[src/rtl/shift_seq_ctrl_64.sv]
// ---------------------------------------------------------------------------------------------
// shift_seq_ctrl_64
//
// Multi-cycle shift sequencer for the execute stage. An operand, a shift amount and a shift
// type are accepted over a start/ready handshake. The operand is then shifted by one bit per
// clock until the requested amount is reached. The result is held on data_o until the consumer
// acknowledges it.
//
// Shift types (op_i): 00 SLL, 01 SRL, 10 SRA, 11 ROL.
//
// Ports
//   clk_i    in   1        clock, rising edge
//   rst_i    in   1        asynchronous active-high reset
//   start_i  in   1        request, accepted when start_i && ready_o
//   op_i     in   2        shift type, sampled on acceptance
//   data_i   in   WIDTH    operand, sampled on acceptance
//   shamt_i  in   SHAMT_W  shift amount 0..WIDTH-1, sampled on acceptance
//   flush_i  in   1        synchronous abort, returns to idle on the next edge
//   ack_i    in   1        result consumed (used only while done_o)
//   ready_o  out  1        idle, may accept start_i
//   busy_o   out  1        operation in progress
//   done_o   out  1        data_o holds a valid result
//   data_o   out  WIDTH    shift result, updated only on entry to the done state
// ---------------------------------------------------------------------------------------------

`timescale 1ns / 1ps

module shift_seq_ctrl_64 #(
    parameter int unsigned WIDTH   = 64,
    parameter int unsigned SHAMT_W = 6
) (
    input  logic               clk_i,
    input  logic               rst_i,
    input  logic               start_i,
    input  logic [1:0]         op_i,
    input  logic [WIDTH-1:0]   data_i,
    input  logic [SHAMT_W-1:0] shamt_i,
    input  logic               flush_i,
    input  logic               ack_i,
    output logic               ready_o,
    output logic               busy_o,
    output logic               done_o,
    output logic [WIDTH-1:0]   data_o
);

    typedef enum logic [1:0] {
        StIdle,
        StShift,
        StDone
    } state_e;

    localparam logic [1:0] OpSll = 2'b00;
    localparam logic [1:0] OpSrl = 2'b01;
    localparam logic [1:0] OpSra = 2'b10;
    localparam logic [1:0] OpRol = 2'b11;

    localparam logic [SHAMT_W-1:0] CntOne = SHAMT_W'(1);

    state_e             state_q, state_d;
    logic [SHAMT_W-1:0] cnt_q,   cnt_d;
    logic [WIDTH-1:0]   work_q,  work_d;
    logic [1:0]         op_q,    op_d;
    logic [WIDTH-1:0]   data_q,  data_d;
    logic [WIDTH-1:0]   work_shifted;

    // One-bit shift of the working register according to the latched op.
    function automatic logic [WIDTH-1:0] shift_one(input logic [1:0]       op,
                                                   input logic [WIDTH-1:0] w);
        logic [WIDTH-1:0] r;
        case (op)
            OpSll:   r = {w[WIDTH-2:0], 1'b0};
            OpSrl:   r = {1'b0, w[WIDTH-1:1]};
            OpSra:   r = {w[WIDTH-1], w[WIDTH-1:1]};
            OpRol:   r = {w[WIDTH-2:0], w[WIDTH-1]};
            default: r = w;
        endcase
        return r;
    endfunction

    assign work_shifted = shift_one(op_q, work_q);

    always_comb begin
        state_d = state_q;
        cnt_d   = cnt_q;
        work_d  = work_q;
        op_d    = op_q;
        data_d  = data_q;

        if (flush_i) begin
            // Flush wins over start and ack; the result register is left untouched.
            state_d = StIdle;
            cnt_d   = '0;
        end else begin
            case (state_q)
                StIdle: begin
                    if (start_i) begin
                        work_d  = data_i;
                        op_d    = op_i;
                        cnt_d   = shamt_i;
                        // A zero shift still spends one cycle in the shift state so that
                        // done_o rises one edge after acceptance, like a shift by one.
                        state_d = StShift;
                    end
                end
                StShift: begin
                    if (cnt_q <= CntOne) begin
                        // cnt_q == 0 only for a zero-amount request: pass the operand through.
                        data_d  = (cnt_q == '0) ? work_q : work_shifted;
                        work_d  = data_d;
                        cnt_d   = '0;
                        state_d = StDone;
                    end else begin
                        work_d = work_shifted;
                        cnt_d  = cnt_q - CntOne;
                    end
                end
                StDone: begin
                    if (ack_i) begin
                        state_d = StIdle;
                    end
                end
                default: begin
                    state_d = StIdle;
                    cnt_d   = '0;
                end
            endcase
        end
    end

    always_ff @(posedge clk_i or posedge rst_i) begin
        if (rst_i) begin
            state_q <= StIdle;
            cnt_q   <= '0;
            work_q  <= '0;
            op_q    <= OpSll;
            data_q  <= '0;
        end else begin
            state_q <= state_d;
            cnt_q   <= cnt_d;
            work_q  <= work_d;
            op_q    <= op_d;
            data_q  <= data_d;
        end
    end

    // Status outputs are decoded from the state register only, so they are glitch-free.
    assign ready_o = (state_q == StIdle);
    assign busy_o  = (state_q == StShift);
    assign done_o  = (state_q == StDone);
    assign data_o  = data_q;

endmodule

[config.mk]
export PLATFORM = sky130hd
export DESIGN_NAME = shift_seq_ctrl_64
export DESIGN_NICKNAME = d
export VERILOG_FILES = /design/src/rtl/shift_seq_ctrl_64.sv
export SDC_FILE = /design/constraint.sdc
export NUM_CORES = 1
export LEC_CHECK = 0
export BUFFER_PORTS_ARGS = -buffer_cell sky130_fd_sc_hd__clkbuf_2
export CAP_MARGIN = 20
export CORE_AREA = 2 2 119 121
export CTS_BUF_LIST = sky130_fd_sc_hd__clkbuf_16
export DETAILED_ROUTE_END_ITERATION = 7
export DIE_AREA = 0 0 121 123
export PLACE_DENSITY_LB_ADDON = 0.1
export SYNTH_ARGS = -nofsm -noshare
export SYNTH_HDL_FRONTEND = slang
export SYNTH_SLANG_ARGS = --single-unit
[constraint.sdc]
create_clock -name clk_i -period 4.3 [get_ports clk_i]
set_input_delay 0.215 -clock clk_i [delete_from_list [all_inputs] [get_ports clk_i]]
set_output_delay 0.215 -clock clk_i [all_outputs]
set_load 0.02 [all_outputs]
==> impl_metrics.yaml, run 1 <==
outcome:
  outcome: "finished clean"
setup_path:
  worst_path_largest_cell_delay_ns: 0.79
  required_ns: 4.60
  arrival_ns: 3.01
  crit_path_end_kind: "flop"
  path_class: "reg -> reg"
  slowest_stage: "or3b_2"
  rr_worst_depth: 3
  r2r_slack_ns: 1.59
  crit_path_start_kind: "flop"
  worstPathCellList: "or3b_2 -> nor2_8 -> mux2_2"
  crit_fanout: 43
power:
  p_sw_mw: 2.932
  ir_worst_vdd_v: 0.0003670
  seqPwrFrac: 0.341
  p_per_area_nw_per_um2: 797.5
  sw_frac_of_total: 0.4183
  p_leak_nw: 4.533
  comb_power_share: 0.477
  power_frac_clock: 0.182
  internal-power_mw: 4.077
clocking:
  cts-htree-levels: 4
  cts_tree: "done"
  cts_buffer_depth: 2
  cts_sinks: 138
  cts_root_buf: "clkbuf_16"
  cts_buffers: 17
  clk_pin_slew_ns: 0.05
  clk_latency_ns: 0.42
  post_cts_buffers: 0
die:
  initial_utilization: 0.5476
  die_area_sq_um: 14880
  core-area_sq_um: 13610
  rows: 43
  die_h_um: 123
  fp.dieW_um: 121
  io_pins: 144
yosys:
  async_flop_share: 1.000
  synth_nets: 796
  avgSynthCellArea_sq_um: 10.40
  synth_edf_count: 0
  ys_types: 42
  ys_seq_area_frac: 0.4633
  synth.cell_area_sq_um: 7453
  synth_cells: 717
  yosys_warnings: 0
  synthFlopType: "dfrtp_1"
  ys_ff_latch: 138
layout:
  final_area_sq_um: 8788
  instances_no_fill: 1024
  final_cell_mix: "clkbuf_2 (143), dfrtp_1 (138), nand3_1 (68)"
  nFillCells: 1136
  drive_gt1_frac: 0.2962
  antenna_cells: 0
  final_common_cell: "clkbuf_2"
  nets: 910
  regArea_sq_um: 3453
  multi_input_area_sq_um: 3715
  areaGrowthSynthToFinish_pct: 17.91
detailed_routing:
  first_iter_violations: 464
  vias: 6027
  drc: 0
  routed_wl_um: 18200
  drt_first_pass_iters: 5
  viasPerCell: 5.886
  post_drt_wl_per_cell_um: 17.77
  ant_nets: 0
worst_hold_path:
  hp-class: "in -> reg"
  whs_path_depth: 3
place:
  place_congestion: 0.8031
  io_buffers: 143
  dp.final_hpwl_um: 11530
  dpl.cell_count: 989
  place_ws_ns: 1.598
  dpl_cell_area_sq_um: 8223
timing:
  fmax_mhz: 369.0
  hold_viol_final: 0
  worstMarginPinSlew_ns: 1.010
  relSlewSlack: 0.3270
  finalWorstSetupSlack_ns: 1.590
  fin_setup_tns_ns: 0
  skew_ns: 0.01121
  setup_viol: 0
  rsz0062_at_grt: "false"
  period_minus_slack_ns: 2.710
  finalHoldWorstSlack_ns: 0.02478
  final_max_slew_viol_count: 0
  period_share: 0.6302
global_routing:
  grt_max_degree: 111
  grt-ovfl-total: 0
  grt_first_pass_wirelength_um: 29700
  grtUsageTotal: 0.2530
  antenna_found_initial: 0
  grt_pass1_vias: 5810
flow_run:
  cap_violations: 0
repair_timing:
action | CTS | global route
resized for setup | 0 | 0
endpoints found under the hold margin | 0 | 19
endpoints found under the setup margin | 0 | 0
hold buffers | 0 | 1
synthesized netlist by cell type, types with 2 or more instances:
| master | count | share of area |
|---|---|---|
| dfrtp_1 | 138 | 0.46 |
| nand3_1 | 68 | 0.046 |
| mux2i_1 | 67 | 0.090 |
| mux2_2 | 61 | 0.092 |
| o21ai_0 | 56 | 0.038 |
| nand2_1 | 51 | 0.026 |
| a211o_1 | 42 | 0.049 |
| and2_1 | 42 | 0.035 |
| and3_1 | 42 | 0.035 |
| clkbuf_1 | 31 | 0.016 |
| o211ai_1 | 23 | 0.023 |
| buf_2 | 21 | 0.014 |
| o21ai_1 | 15 | 0.010 |
| inv_1 | 7 | 0.0035 |
| buf_1 | 6 | 0.0030 |
| a21oi_1 | 4 | 0.0027 |
| buf_6 | 4 | 0.0060 |
| nor2_1 | 4 | 0.0020 |
| a2111oi_0 | 3 | 0.0035 |
| a211oi_1 | 3 | 0.0030 |
| mux2_1 | 3 | 0.0045 |
| or3_1 | 3 | 0.0025 |
| a31oi_1 | 2 | 0.0017 |
| ha_1 | 2 | 0.0034 |
| nor3b_1 | 2 | 0.0020 |
final cells by class:
type	instances	area share
clock buffer	17	0.04841
multi-input combinational	510	0.4227
sequential	138	0.3929
tap	180	0.02563
clock inverter	15	0.009396
inverter	7	0.003559
timing repair buffer	157	0.09738
critical path, delay by kind of cell, from the launching register on:
family / cells / cell delay (ns)
muxes: 1 / 0.42
and+or+nand+nor: 2 / 1.50
DFF: 1 / 0.63
power groups by stage:
stage | Sequential, mW | Combinational, mW | Clock (mW)
after detailed placement | 2.40 | 3.33 | 0
after global placement | 2.37 | 3.24 | 0
after global routing | 2.47 | 3.67 | 1.36
after floorplan | 2.57 | 2.28 | 0
after CTS | 2.38 | 3.35 | 1.30
final | 2.39 | 3.34 | 1.28
stage by stage:
stage,util,power (mW)
after global placement,0.6041,5.610
after detailed placement,0.6041,5.726
after global routing,0.6456,7.497
after floorplan,-,4.849
final,0.6456,7.009
after CTS,0.6414,7.026
kinds of logic (layout without fill, tap and decap cells):
family          after synthesis  after routing  synth area share
simple gates                222            222            0.1627
compound gates              154            154            0.1380
flops                       138            138            0.4633
mux                         131            131            0.1867
buf+inv                      69            196           0.04230
fa+ha+maj                     2              2          0.003357
xor+xnor                      1              1          0.003694
registers in the layout (all words and copies together), names as in the netlist:
signal and cells:
cnt_q 6, work_q 64, data_o 64, op_q 2, state_q 2
routing by layer:
metal | up-vias | part of all wire | track usage
met5 | - | 0 | 0
li1 | 2843 | - | -
met1 | 2985 | 0.45 | 0.3490
met2 | 176 | 0.48 | 0.3961
met3 | 23 | 0.060 | 0.06135
met4 | 0 | 0.014 | 0.08067
worst paths after layout:
kind                            start         end
max                        state_q[0]  data_o[45]
max reg2reg                state_q[0]  data_o[45]
min                        shamt_i[2]    cnt_q[2]
min reg2reg                 data_o[3]   data_o[3]
min in group asynchronous       rst_i  data_o[42]
max in group asynchronous       rst_i   work_q[4]
Power figures use the tool's default switching activity.
==> run 2, diff against run 1 <==
==> constraint.sdc (replaced) <==
create_clock -name clk_i -period 2.7 [get_ports clk_i]
set_input_delay 0.135 -clock clk_i [delete_from_list [all_inputs] [get_ports clk_i]]
set_output_delay 0.135 -clock clk_i [all_outputs]
set_load 0.02 [all_outputs]
==> impl_metrics.yaml, run 2 (synthesis results as in run 1) <==
detailed_routing:
  routed_wl_um: 19400
  top_layer: "met4"
  dr_wl_met2_um: 9384
  post_drt_wl_per_cell_um: 18.27
  wl_met3_um: 1049
  m1WireLength_um: 8527
  first_iter_violations: 533
  drt_first_pass_iters: 6
  viasPerCell: 5.991
  drc: 0
  ant_nets: 0
  vias: 6362
timing:
  fmax_mhz: 448.0
  fin_setup_tns_ns: 0
  relSlewSlack: 0.4616
  final_max_slew_viol_count: 0
  rsz0062_at_grt: "false"
  finalWorstSetupSlack_ns: 0.4677
  worstMarginPinSlew_ns: 0.8027
  period_minus_slack_ns: 2.232
  finalHoldWorstSlack_ns: 0.02352
  setup_viol: 0
  hold_viol_final: 0
  skew_ns: 0.006021
  period_share: 0.8268
layout:
  final_common_cell: "clkbuf_2"
  final_cell_mix: "clkbuf_2 (143), dfrtp_1 (138), nand3_1 (68)"
  nets: 948
  antenna_cells: 0
  drive_gt1_frac: 0.3016
  areaGrowthSynthToFinish_pct: 24.90
  nFillCells: 1063
  regArea_sq_um: 3453
  multi_input_area_sq_um: 3715
power:
  total_power_mw: 11.79
  p_leak_nw: 4.750
  p_per_area_nw_per_um2: 1266
  ir_worst_vdd_v: 0.0006291
die:
  die_h_um: 123
  initial_utilization: 0.5476
  core-area_sq_um: 13610
  fp.dieW_um: 121
  die_area_sq_um: 14880
  io_pins: 144
  rows: 43
setup_path:
  required_ns: 2.98
  critPathLaunch: "cnt_q[0]"
  cpMostUsedCell: "a2111oi_0"
  crit_fanout: 18
  path_class: "reg -> reg"
  worstPathCellList: "inv_1 -> ha_1 -> nor3b_2 -> buf_4 -> a2111oi_0 -> a2111oi_0 -> o21ai_0"
  slowest_stage: "a2111oi_0"
  crit_path_end_kind: "flop"
  arrival_ns: 2.51
  reg2reg_from: "cnt_q[0]"
  worst_path_largest_cell_delay_ns: 0.54
  crit_path_start_kind: "flop"
global_routing:
  grt_max_degree: 64
  grt_first_pass_wirelength_um: 31750
  antenna_found_initial: 0
  grt_pass1_vias: 6343
  grtUsageTotal: 0.2707
  grt-ovfl-total: 0
place:
  place_ws_ns: 0.4922
  io_buffers: 143
  dp.final_hpwl_um: 12530
  place_congestion: 0.8124
worst_hold_path:
  hp-class: "in -> reg"
  hp-start: "data_i[2]"
clocking:
  cts_root_buf: "clkbuf_16"
  cts-hold-fix-buffers: 30
  cts-htree-levels: 4
  cts_buffers: 17
  clk_pin_slew_ns: 0.06
  post_cts_buffers: 0
  cts_tree: "done"
  cts_resized: 0
  cts_sinks: 138
  cts_buffer_depth: 2
  clk_latency_ns: 0.42
outcome:
  outcome: "finished clean"
flow_run:
  cap_violations: 0
run 2: layer usage:
layer  track usage  up-vias
met1        0.3602     3134
li1              -     2928
met2        0.4407      257
met4        0.1076        0
met3       0.04982       43
met5             0        -
run 2: path summary, 6_finish.rpt:
path	to	slack [ns]	cells after the start
max in group asynchronous	data_o[34]	1.65	4
max	data_o[63]	0.47	7
max reg2reg	data_o[63]	0.47	7
min in group asynchronous	work_q[6]	0.33	3
min	work_q[2]	0.02	3
min reg2reg	data_o[5]	0.48	2
run 2: where the power goes:
part	switching, mW	internal [mW]
combinational	3.16	2.45
sequential	0.819	3.00
clock	0.847	1.51
run 2: cell type report:
cell class | count | share of cell area
clock buffer | 17 | 0.04570
inverter | 7 | 0.003226
multi-input combinational | 510 | 0.3991
clock inverter | 15 | 0.01788
tap | 180 | 0.02419
timing repair buffer | 195 | 0.1390
sequential | 138 | 0.3710
run 2: worst max-delay path: cells and delay by family (launching register included):
kind,cells,cell delay [ns]
compound gates,3,0.81
flops,1,0.41
buf+inv,2,0.37
simple gates,1,0.31
fa+ha+maj,1,0.20
run 2: per-stage QoR:
step                std cells    util  instance area (sq um)
finish                   1062  0.6839                   9309
global route             1062  0.6839                   9309
CTS                      1062  0.6839                   9309
detailed placement       1000  0.6183                   8417
global placement         1000  0.6183                   8417
floorplan                 717       -                   7457
==> run 3, diff against run 2 <==
--- a/config.mk
+++ b/config.mk
@@ -7,10 +7,10 @@
 export LEC_CHECK = 0
 export BUFFER_PORTS_ARGS = -buffer_cell sky130_fd_sc_hd__clkbuf_2
 export CAP_MARGIN = 20
-export CORE_AREA = 2 2 119 121
+export CORE_AREA = 2 2 124 126
 export CTS_BUF_LIST = sky130_fd_sc_hd__clkbuf_16
 export DETAILED_ROUTE_END_ITERATION = 7
-export DIE_AREA = 0 0 121 123
+export DIE_AREA = 0 0 126 128
 export PLACE_DENSITY_LB_ADDON = 0.1
 export SYNTH_ARGS = -nofsm -noshare
 export SYNTH_HDL_FRONTEND = slang
==> constraint.sdc (replaced) <==
create_clock -name clk_i -period 1.9 [get_ports clk_i]
set_input_delay 0.095 -clock clk_i [delete_from_list [all_inputs] [get_ports clk_i]]
set_output_delay 0.095 -clock clk_i [all_outputs]
set_load 0.02 [all_outputs]
==> impl_metrics.yaml, run 3 (synthesis results as in run 1) <==
outcome:
  outcome: "finished clean"
clocking:
  cts_buffers: 17
  cts_root_buf: "clkbuf_16"
  cts_tree: "done"
  clk_latency_ns: 0.42
  clk_pin_slew_ns: 0.06
  cts_sinks: 138
  cts-htree-levels: 4
  cts_buffer_depth: 2
power:
  seqPwrFrac: 0.324
  power_frac_clock: 0.170
  comb_power_share: 0.506
  p_per_area_nw_per_um2: 1698
  p_sw_mw: 6.907
  internal-power_mw: 9.711
  p_leak_nw: 4.951
  ir_worst_vdd_v: 0.0009268
  sw_frac_of_total: 0.4156
timing:
  setup_viol: 0
  skew_ns: 0.008168
  rsz0062_at_grt: "true"
  worstMarginPinSlew_ns: 0.5088
  relSlewSlack: 0.6599
  fmax_mhz: 537.7
  hold_viol_final: 0
  fin_setup_tns_ns: 0
  period_share: 0.9788
  period_minus_slack_ns: 1.860
  final_max_slew_viol_count: 0
die:
  die_h_um: 128
  die_area_sq_um: 16130
  io_pins: 144
  rows: 45
  fp.dieW_um: 126
  initial_utilization: 0.5014
  core-area_sq_um: 14860
setup_path:
  crit_fanout: 7
  crit_path_start_kind: "flop"
  required_ns: 2.20
  rr_worst_depth: 5
  cp-endpoint: "data_o[58]"
  reg2reg_from: "cnt_q[3]"
  r2r_slack_ns: 0.04
  r2r-end: "data_o[58]"
  crit_path_end_kind: "flop"
  path_class: "reg -> reg"
  arrival_ns: 2.16
  critPathLaunch: "cnt_q[3]"
place:
  io_buffers: 143
  place_congestion: 0.8251
  dpl.cell_count: 1028
  dp.final_hpwl_um: 12860
global_routing:
  antenna_found_initial: 0
  grtUsageTotal: 0.2522
  grt_pass1_vias: 6492
  grt_max_degree: 71
  grt-ovfl-total: 0
  grt_first_pass_wirelength_um: 32820
detailed_routing:
  drc: 0
  drt_first_pass_iters: 5
  routed_wl_um: 20010
  first_iter_violations: 379
  vias: 6349
  ant_nets: 0
  post_drt_wl_per_cell_um: 17.88
  viasPerCell: 5.674
layout:
  instances_no_fill: 1119
  final_common_cell: "clkbuf_2"
  antenna_cells: 0
  areaGrowthSynthToFinish_pct: 31.32
  drive_gt1_frac: 0.3212
  nets: 999
  final_cell_mix: "clkbuf_2 (143), dfrtp_1 (136), nand3_1 (68)"
flow_run:
  cap_violations: 0
worst_hold_path:
  hp-class: "in -> reg"
==> run 3: cell type report <==
type                            count  area (sq um)
Clock buffer                       17         425.4
Clock inverter                     13         65.06
Fill cell                        1184          5076
Inverter                            7         30.03
Multi-Input combinational cell    510          3749
Sequential cell                   138          3456
Tap cell                          188         235.2
Timing Repair Buffer              246          1828
==> run 3: power by group through the flow <==
stage	Sequential [mW]	Clock, mW	Combinational, mW
6_report	5.38	2.83	8.40
5_1_grt	5.57	3.02	9.20
4_1_cts	5.36	2.88	8.28
3_5_place_dp	5.40	0	8.12
3_3_place_gp	5.32	0	7.90
2_1_floorplan	5.82	0	5.15
==> run 3: worst min path at each step <==
| stage | cells past startpoint | from | endpoint | slack [ns] |
|---|---|---|---|---|
| after global placement | 3 | rst_i | data_o[53] | 0.26 |
| after CTS | 3 | data_i[23] | work_q[23] | 0.001 |
| after floorplan | 1 | flush_i | state_q[1] | 0.16 |
| final | 3 | data_i[36] | work_q[36] | 0.02 |
| after global routing | 3 | data_i[20] | work_q[20] | 0.01 |
| after detailed placement | 3 | rst_i | data_o[54] | 0.26 |
==> run 3: critical path, cell delays in order, from the launching register on <==
cell	delay (ns)
dfrtp_2	0.47
nor4_4	0.36
nand2_4	0.11
nor2_8	0.25
clkbuf_16	0.22
mux2_2	0.33
==> run 3: through the flow <==
stage	total power [mW]	worst slack [ns]	hold WS, ns	cell area, sq um	util
3_3_place_gp	13.22	-0.01807	0.2567	8602	0.5787
4_1_cts	16.52	0.005826	0.001226	9652	0.6493
6_report	16.62	0.04037	0.01536	9788	0.6585
2_1_floorplan	10.98	0.004551	0.1581	7457	-
5_1_grt	17.79	-0.005527	0.01110	9788	0.6585
3_5_place_dp	13.52	-0.09835	0.2583	8602	0.5787
==> run 3: metal layers <==
metal / global-route usage / wire length, um / vias to the layer above
met5: 0 / 0 / -
met4: 0.07822 / 317 / 0
met3: 0.05509 / 1000 / 27
met2: 0.4181 / 9867 / 196
met1: 0.3334 / 8821 / 3118
li1: - / - / 3008
==> run 3: what timing repair did <==
| item | 4_1_cts | 5_1_grt |
|---|---|---|
| endpoints found under the setup margin | 12 | 131 |
| hold buffers | 55 | 0 |
| buffers inserted | 0 | 3 |
| cloned | 0 | 3 |
| pin swaps | 1 | 6 |
| hold endpoints to repair | 191 | 0 |
| resized for setup | 4 | 12 |
